[src/rtl/controle_tentativas_pkg.sv]
// Shared definitions for the attempt controller: state and verdict codes.
// Optional per-guess timeout is enabled by defining TENTATIVAS_TIMEOUT_EN.
package controle_tentativas_pkg;

  localparam logic [1:0] IDLE    = 2'd0;
  localparam logic [1:0] AGUARDA = 2'd1;
  localparam logic [1:0] ACERTOU = 2'd2;
  localparam logic [1:0] PERDEU  = 2'd3;

  localparam logic [1:0] V_IGUAL  = 2'd0;
  localparam logic [1:0] V_PERTO  = 2'd1;
  localparam logic [1:0] V_ERRADA = 2'd2;

  typedef struct packed {
    logic igual;
    logic perto;
    logic errada;
  } leds_t;

  function automatic logic [1:0] veredito(
    input logic igual,
    input logic ate3
  );
    logic [1:0] v;
    v = V_ERRADA;
    unique case (1'b1)
      igual:   v = V_IGUAL;
      ate3:    v = V_PERTO;
      default: v = V_ERRADA;
    endcase
    return v;
  endfunction

  function automatic leds_t leds_de(input logic [1:0] v);
    leds_t l;
    l = '0;
    unique case (1'b1)
      (v == V_IGUAL): l.igual  = 1'b1;
      (v == V_PERTO): l.perto  = 1'b1;
      default:        l.errada = 1'b1;
    endcase
    return l;
  endfunction

endpackage

[src/rtl/controle_tentativas_if.sv]
// Comparator verdict, player controls and round-status outputs
// of the attempt controller, bundled for the display side.
interface controle_tentativas_if #(
  parameter int W_TENT = 3
);
  logic              iniciar;
  logic              confirmar;
  logic              igual;
  logic              ate3;
  logic              errada;
  logic              led_igual;
  logic              led_perto;
  logic              led_errada;
  logic [W_TENT-1:0] tentativas_restantes;
  logic              jogando;
  logic              venceu;
  logic              perdeu;
  logic              estourou;

  modport master (
    output iniciar, confirmar,
    output igual, ate3, errada,
    input  led_igual, led_perto, led_errada,
    input  tentativas_restantes,
    input  jogando, venceu, perdeu, estourou
  );

  modport slave (
    input  iniciar, confirmar,
    input  igual, ate3, errada,
    output led_igual, led_perto, led_errada,
    output tentativas_restantes,
    output jogando, venceu, perdeu, estourou
  );
endinterface

[src/rtl/controle_tentativas_detector_borda.sv]
// Registered rising-edge detector for a debounced level input.
// The history flop samples every cycle, so a held level yields one pulse.
module detector_borda (
  input  logic clock,
  input  logic sinal,
  output logic borda
);
  logic sinal_q;

  always_ff @(posedge clock) begin
    sinal_q <= sinal;
  end

  assign borda = sinal & ~sinal_q;
endmodule

[src/rtl/controle_tentativas.sv]
// Game-round controller: counts attempts, latches verdict LEDs, win/loss.
// Define TENTATIVAS_TIMEOUT_EN to turn a stalled guess into a wrong attempt.
module controle_tentativas
  import controle_tentativas_pkg::*;
#(
  parameter int MAX_TENTATIVAS = 5,
  parameter int W_TENT         = 3,
  parameter int TIMEOUT_CICLOS = 1000
) (
  input logic                   clock,
  input logic                   reset,
  controle_tentativas_if.slave  bus
);

  if (MAX_TENTATIVAS < 1) begin : g_chk_max
    $error("MAX_TENTATIVAS must be >= 1");
  end
  if ((2 ** W_TENT) <= MAX_TENTATIVAS) begin : g_chk_w
    $error("W_TENT too narrow for MAX_TENTATIVAS");
  end
  if (TIMEOUT_CICLOS < 1) begin : g_chk_to
    $error("TIMEOUT_CICLOS must be >= 1");
  end

  localparam logic [W_TENT-1:0] MAX_T = W_TENT'(MAX_TENTATIVAS);

  logic [1:0]        estado;
  leds_t             leds;
  logic [W_TENT-1:0] restantes;
  logic              borda;
  logic              timeout;
  logic              tenta;
  logic [1:0]        vered;

  detector_borda u_borda (
    .clock (clock),
    .sinal (bus.confirmar),
    .borda (borda)
  );

`ifdef TENTATIVAS_TIMEOUT_EN
  localparam int W_CONT = $clog2(TIMEOUT_CICLOS + 1);
  localparam logic [W_CONT-1:0] LIM =
    W_CONT'(TIMEOUT_CICLOS - 1);

  logic [W_CONT-1:0] cont_tempo;
  logic              estourou_r;

  assign timeout = (cont_tempo == LIM) & ~borda;
`else
  assign timeout = 1'b0;
`endif

  // a real guess always beats the timeout, which counts as wrong
  assign tenta = borda | timeout;
  assign vered = borda ? veredito(bus.igual, bus.ate3)
                       : V_ERRADA;

  always_ff @(posedge clock) begin
    if (reset) begin
      estado    <= IDLE;
      leds      <= '0;
      restantes <= MAX_T;
`ifdef TENTATIVAS_TIMEOUT_EN
      cont_tempo <= '0;
      estourou_r <= 1'b0;
`endif
    end else if (bus.iniciar) begin
      estado    <= AGUARDA;
      leds      <= '0;
      restantes <= MAX_T;
`ifdef TENTATIVAS_TIMEOUT_EN
      cont_tempo <= '0;
      estourou_r <= 1'b0;
`endif
    end else if (estado == AGUARDA) begin
      if (tenta) begin
        leds <= leds_de(vered);
`ifdef TENTATIVAS_TIMEOUT_EN
        cont_tempo <= '0;
        estourou_r <= ~borda;
`endif
        if (vered == V_IGUAL) begin
          estado <= ACERTOU;
        end else if (restantes <= W_TENT'(1)) begin
          restantes <= '0;
          estado    <= PERDEU;
        end else begin
          restantes <= restantes - W_TENT'(1);
        end
      end else begin
`ifdef TENTATIVAS_TIMEOUT_EN
        cont_tempo <= cont_tempo + W_CONT'(1);
`endif
      end
    end
  end

  assign bus.led_igual            = leds.igual;
  assign bus.led_perto            = leds.perto;
  assign bus.led_errada           = leds.errada;
  assign bus.tentativas_restantes = restantes;
  assign bus.jogando              = (estado == AGUARDA);
  assign bus.venceu               = (estado == ACERTOU);
  assign bus.perdeu               = (estado == PERDEU);
`ifdef TENTATIVAS_TIMEOUT_EN
  assign bus.estourou             = estourou_r;
`else
  assign bus.estourou             = 1'b0;
`endif

endmodule
[src/flat_wrapper.sv]
// flat-port wrapper written by rule: the top's interface ports become plain ports
module controle_tentativas_flat import controle_tentativas_pkg::*;
#(
  parameter int MAX_TENTATIVAS = 5,
  parameter int W_TENT         = 3,
  parameter int TIMEOUT_CICLOS = 1000
)
  (clock, reset, bus_iniciar, bus_confirmar, bus_igual, bus_ate3, bus_errada, bus_led_igual, bus_led_perto, bus_led_errada, bus_tentativas_restantes, bus_jogando, bus_venceu, bus_perdeu, bus_estourou);
  controle_tentativas_if #(.W_TENT(W_TENT)) bus_i ();
  input logic clock;
  input logic reset;
  input wire logic [$bits(bus_i.iniciar)-1:0] bus_iniciar;
  input wire logic [$bits(bus_i.confirmar)-1:0] bus_confirmar;
  input wire logic [$bits(bus_i.igual)-1:0] bus_igual;
  input wire logic [$bits(bus_i.ate3)-1:0] bus_ate3;
  input wire logic [$bits(bus_i.errada)-1:0] bus_errada;
  output wire logic [$bits(bus_i.led_igual)-1:0] bus_led_igual;
  output wire logic [$bits(bus_i.led_perto)-1:0] bus_led_perto;
  output wire logic [$bits(bus_i.led_errada)-1:0] bus_led_errada;
  output wire logic [$bits(bus_i.tentativas_restantes)-1:0] bus_tentativas_restantes;
  output wire logic [$bits(bus_i.jogando)-1:0] bus_jogando;
  output wire logic [$bits(bus_i.venceu)-1:0] bus_venceu;
  output wire logic [$bits(bus_i.perdeu)-1:0] bus_perdeu;
  output wire logic [$bits(bus_i.estourou)-1:0] bus_estourou;
  assign bus_i.iniciar = bus_iniciar;
  assign bus_i.confirmar = bus_confirmar;
  assign bus_i.igual = bus_igual;
  assign bus_i.ate3 = bus_ate3;
  assign bus_i.errada = bus_errada;
  assign bus_led_igual = bus_i.led_igual;
  assign bus_led_perto = bus_i.led_perto;
  assign bus_led_errada = bus_i.led_errada;
  assign bus_tentativas_restantes = bus_i.tentativas_restantes;
  assign bus_jogando = bus_i.jogando;
  assign bus_venceu = bus_i.venceu;
  assign bus_perdeu = bus_i.perdeu;
  assign bus_estourou = bus_i.estourou;
  controle_tentativas #(.MAX_TENTATIVAS(MAX_TENTATIVAS), .W_TENT(W_TENT), .TIMEOUT_CICLOS(TIMEOUT_CICLOS)) u_core (.clock(clock), .reset(reset), .bus(bus_i));
endmodule
[config.mk]
export PLATFORM = sky130hd
export DESIGN_NAME = controle_tentativas_flat
export DESIGN_NICKNAME = d
export VERILOG_FILES = /design/src/rtl/controle_tentativas_pkg.sv /design/src/rtl/controle_tentativas_if.sv /design/src/rtl/controle_tentativas_detector_borda.sv /design/src/rtl/controle_tentativas.sv /design/src/flat_wrapper.sv
export SDC_FILE = /design/constraint.sdc
export NUM_CORES = 1
export LEC_CHECK = 0
export ABC_AREA = 1
export ABC_CLOCK_PERIOD_IN_PS = 1270
export CORE_AREA = 8 8 45 47
export DETAILED_ROUTE_END_ITERATION = 6
export DIE_AREA = 0 0 53 55
export HOLD_SLACK_MARGIN = 0.12
export PLACE_DENSITY = 0.68
export SYNTH_ARGS = -nofsm -noshare
export SYNTH_HDL_FRONTEND = slang
export SYNTH_HIERARCHICAL = 1
export SYNTH_SLANG_ARGS = --single-unit
[constraint.sdc]
create_clock -name clock -period 1.27 [get_ports clock]
set_input_delay 0.254 -clock clock [delete_from_list [all_inputs] [get_ports clock]]
set_output_delay 0.254 -clock clock [all_outputs]
set_load 0.01 [all_outputs]
==> flow_summary.ini, run 1 <==
[synthesis]
yosysMostFrequentCell = inv_1
syn_nets = 79
dominantRegCellSynth = dfxtp_1
synth-seq-cells = 9
netlist_area_sq_um = 494
yosysTopAreaCellShare_pct = 36.5
ys_types = 17
syn_avg_cell_area_sq_um = 7.06
synth_edf_count = 0
synthArstFlopShare_pct = 0
ys_seq_area_share_pct = 36.5
synthCells = 70
synthTopCellsByCount = inv_1, nand2_1, dfxtp_1, nor2_1
yosys_warnings = 6
synth_area_leader_cell = dfxtp_1
synth.area.top_cells = dfxtp_1, inv_1, nand2_1

[route]
drt_wl_total_microns = 1070
wire_per_inst_microns = 9.59
vias = 494
first_iter_violations = 7
drtAntennaViolNets = 0
first_pass_iters = 4
drc = 0
vias_per_cell = 4.41

[power_and_ir_drop]
power_frac_comb_pct = 14.7
p_int_uw = 457
power_switching_uw = 150
vdd_drop_max_v = 0.000418
netSwitchingFraction_pct = 24.7
p_leak_nw = 0.388
power_per_cell_area_nw_per_um2 = 816
p_clk_share_pct = 36.8
seqPwrFrac_pct = 48.6

[global_routing]
antenna_found_initial = 0
grt_max_degree = 6
grt_pass1_vias = 475
grt_first_pass_wirelength_microns = 1820
grt_util_all_layers_pct = 8.27
gr-total-overflow = 0

[status]
run_status = complete, no violations

[timing]
finalCritPeriodShare_pct = 95.7
finClkSkew_ns = 0.00424
slew_violations = 0
clock.fmax_ghz = 0.823
setup_violations = 0
period_minus_slack_ns = 1.22
rsz0062_at_grt = no
setup_ws_ns = 0.0546
final_hold_viol_count = 0

[floorplan]
chipHeight_microns = 55
num_io_pins = 17
die_area_sq_um = 2920
core_sq_um = 1380
fp.dieW_microns = 53
initial_core_util_pct = 35.7
num_rows = 14

[final_layout]
num_antenna_cells = 0
synthToLayoutAreaGrowth_pct = 50.4
final_core_util_pct = 53.7
nets = 106
final_layout_size_suffix_gt1_share_pct = 29.2

[worst_setup_path]
endpoint_kind = output pin
critPathMaxFanout = 4
required_ns = 1.02
start_kind = flop
critPathArrivalTime_ns = 0.96
critPathKind = reg2out

[clock_tree]
cts_buffers = 3
insertion_delay_ns = 0.26
clk_pin_slew_ns = 0.06
root_buffer = clkbuf_4
ctsHoldBuffers = 0
cts_sinks = 9
cts_tree = yes
max-clock-path-buffers = 2
h-tree-depth = 1

[placement]
globalplace.congestion = 0.783
dp_hpwl_microns = 882
port_buffers = 14
dp_slack_ns = -0.234

[run]
maxCapViolations = 0

[worst_hold_path]
min_path_type = in2reg
==> worst max-delay path, stage by stage, from the launching register on <==
cell           delay, ns
dfxtp_2             0.36
nand2_1             0.05
inv_1               0.04
dlygate4sd2_1       0.26
==> per-layer routing <==
metal  share of wire, %  GRT usage (%)  wire (microns)  vias up
met5                  0              0               0        -
met4                2.0           5.17              21        0
met3                5.1           2.94              55        2
met2                 47           13.7             509       10
met1                 45           8.88             487      219
li1                   -              -               -      263
==> final timing paths <==
check	from	to	slack [ns]	cells past startpoint
max	u_core/estado[0]	bus_perdeu	0.05	3
min	bus_confirmar	u_core/u_borda/sinal_q	0.15	1
max reg2reg	u_core/bus.tentativas_restantes[1]	u_core/bus.tentativas_restantes[1]	0.18	5
min reg2reg	u_core/bus.led_igual	u_core/bus.led_igual	0.45	2
==> power groups by stage <==
stage / Clock, mW / Combinational (mW) / Sequential [mW]
3_3_place_gp: 0 / 0.0889 / 0.299
3_5_place_dp: 0 / 0.0894 / 0.300
5_1_grt: 0.247 / 0.0977 / 0.295
4_1_cts: 0.233 / 0.0860 / 0.294
2_1_floorplan: 0 / 0.0383 / 0.302
6_report: 0.223 / 0.0890 / 0.295
==> kinds of logic (layout without fill, tap and decap cells) <==
logic type               Yosys count  in the layout  share of synthesized area, %
AO/OA/AOI/OAI                      8              8                          8.86
XOR/XNOR                           1              1                          1.77
adder cells (fa/ha/maj)            2              2                          5.06
buffers and inverters             17             43                          13.7
flip-flops                         9              9                          36.5
other                              1              1                         0.759
AND/OR/NAND/NOR                   32             32                          33.4
==> flip-flops by register name (all words and copies together), names as in the netlist <==
register,flops
u_core/bus.led_igual,1
u_core/bus.led_errada,1
u_core/bus.led_perto,1
u_core/bus.tentativas_restantes,3
u_core/estado,2
u_core/u_borda/sinal_q,1
==> timing repair <==
item | 4_1_cts | 5_1_grt
gates resized for setup | 15 | 7
setup endpoints to repair | 9 | 9
pin swaps | 0 | 2
buffers inserted | 0 | 0
==> stage by stage <==
stage | TNS, ns | instance area [sq um] | cells | power, mW | hold slack, ns
CTS | 0 | 729 | 112 | 0.613 | 0.455
detailed placement | -1.71 | 714 | 108 | 0.389 | 0.443
floorplan | 0 | 494 | 70 | 0.340 | 0.282
global route | 0 | 743 | 112 | 0.640 | 0.140
finish | 0 | 743 | 112 | 0.607 | 0.146
global placement | -1.65 | 714 | 108 | 0.388 | 0.435
==> cell type report <==
cell class | count | area (sq um)
fill | 138 | 641
multi-input combinational | 44 | 259
timing repair buffer | 23 | 191
sequential | 9 | 184
inverter | 16 | 62.6
clock buffer | 4 | 26.3
tap | 16 | 20.0
==> cells in the final DEF, fill, tap and decap left out, types with 2 or more instances in the layout <==
| cell type | instances |
|---|---|
| dfxtp_2 | 3 |
| nand3_1 | 5 |
| dfxtp_1 | 6 |
| o21ai_0 | 2 |
| nand2_1 | 12 |
| a21oi_1 | 5 |
| clkbuf_4 | 3 |
| ha_1 | 2 |
| buf_4 | 9 |
| nor2_1 | 7 |
| nand3_4 | 2 |
| nor2_2 | 2 |
| dlygate4sd2_1 | 7 |
| nand2_2 | 2 |
| clkdlybuf4s50_1 | 4 |
| inv_1 | 14 |
Note: power is estimated with default switching activity, not from simulation.
==> run 2: changes to the inputs <==
- CAP_MARGIN: default -> 25
==> results of run 2 <==
The final DEF is identical to that of run 1; final timing and power are the same.
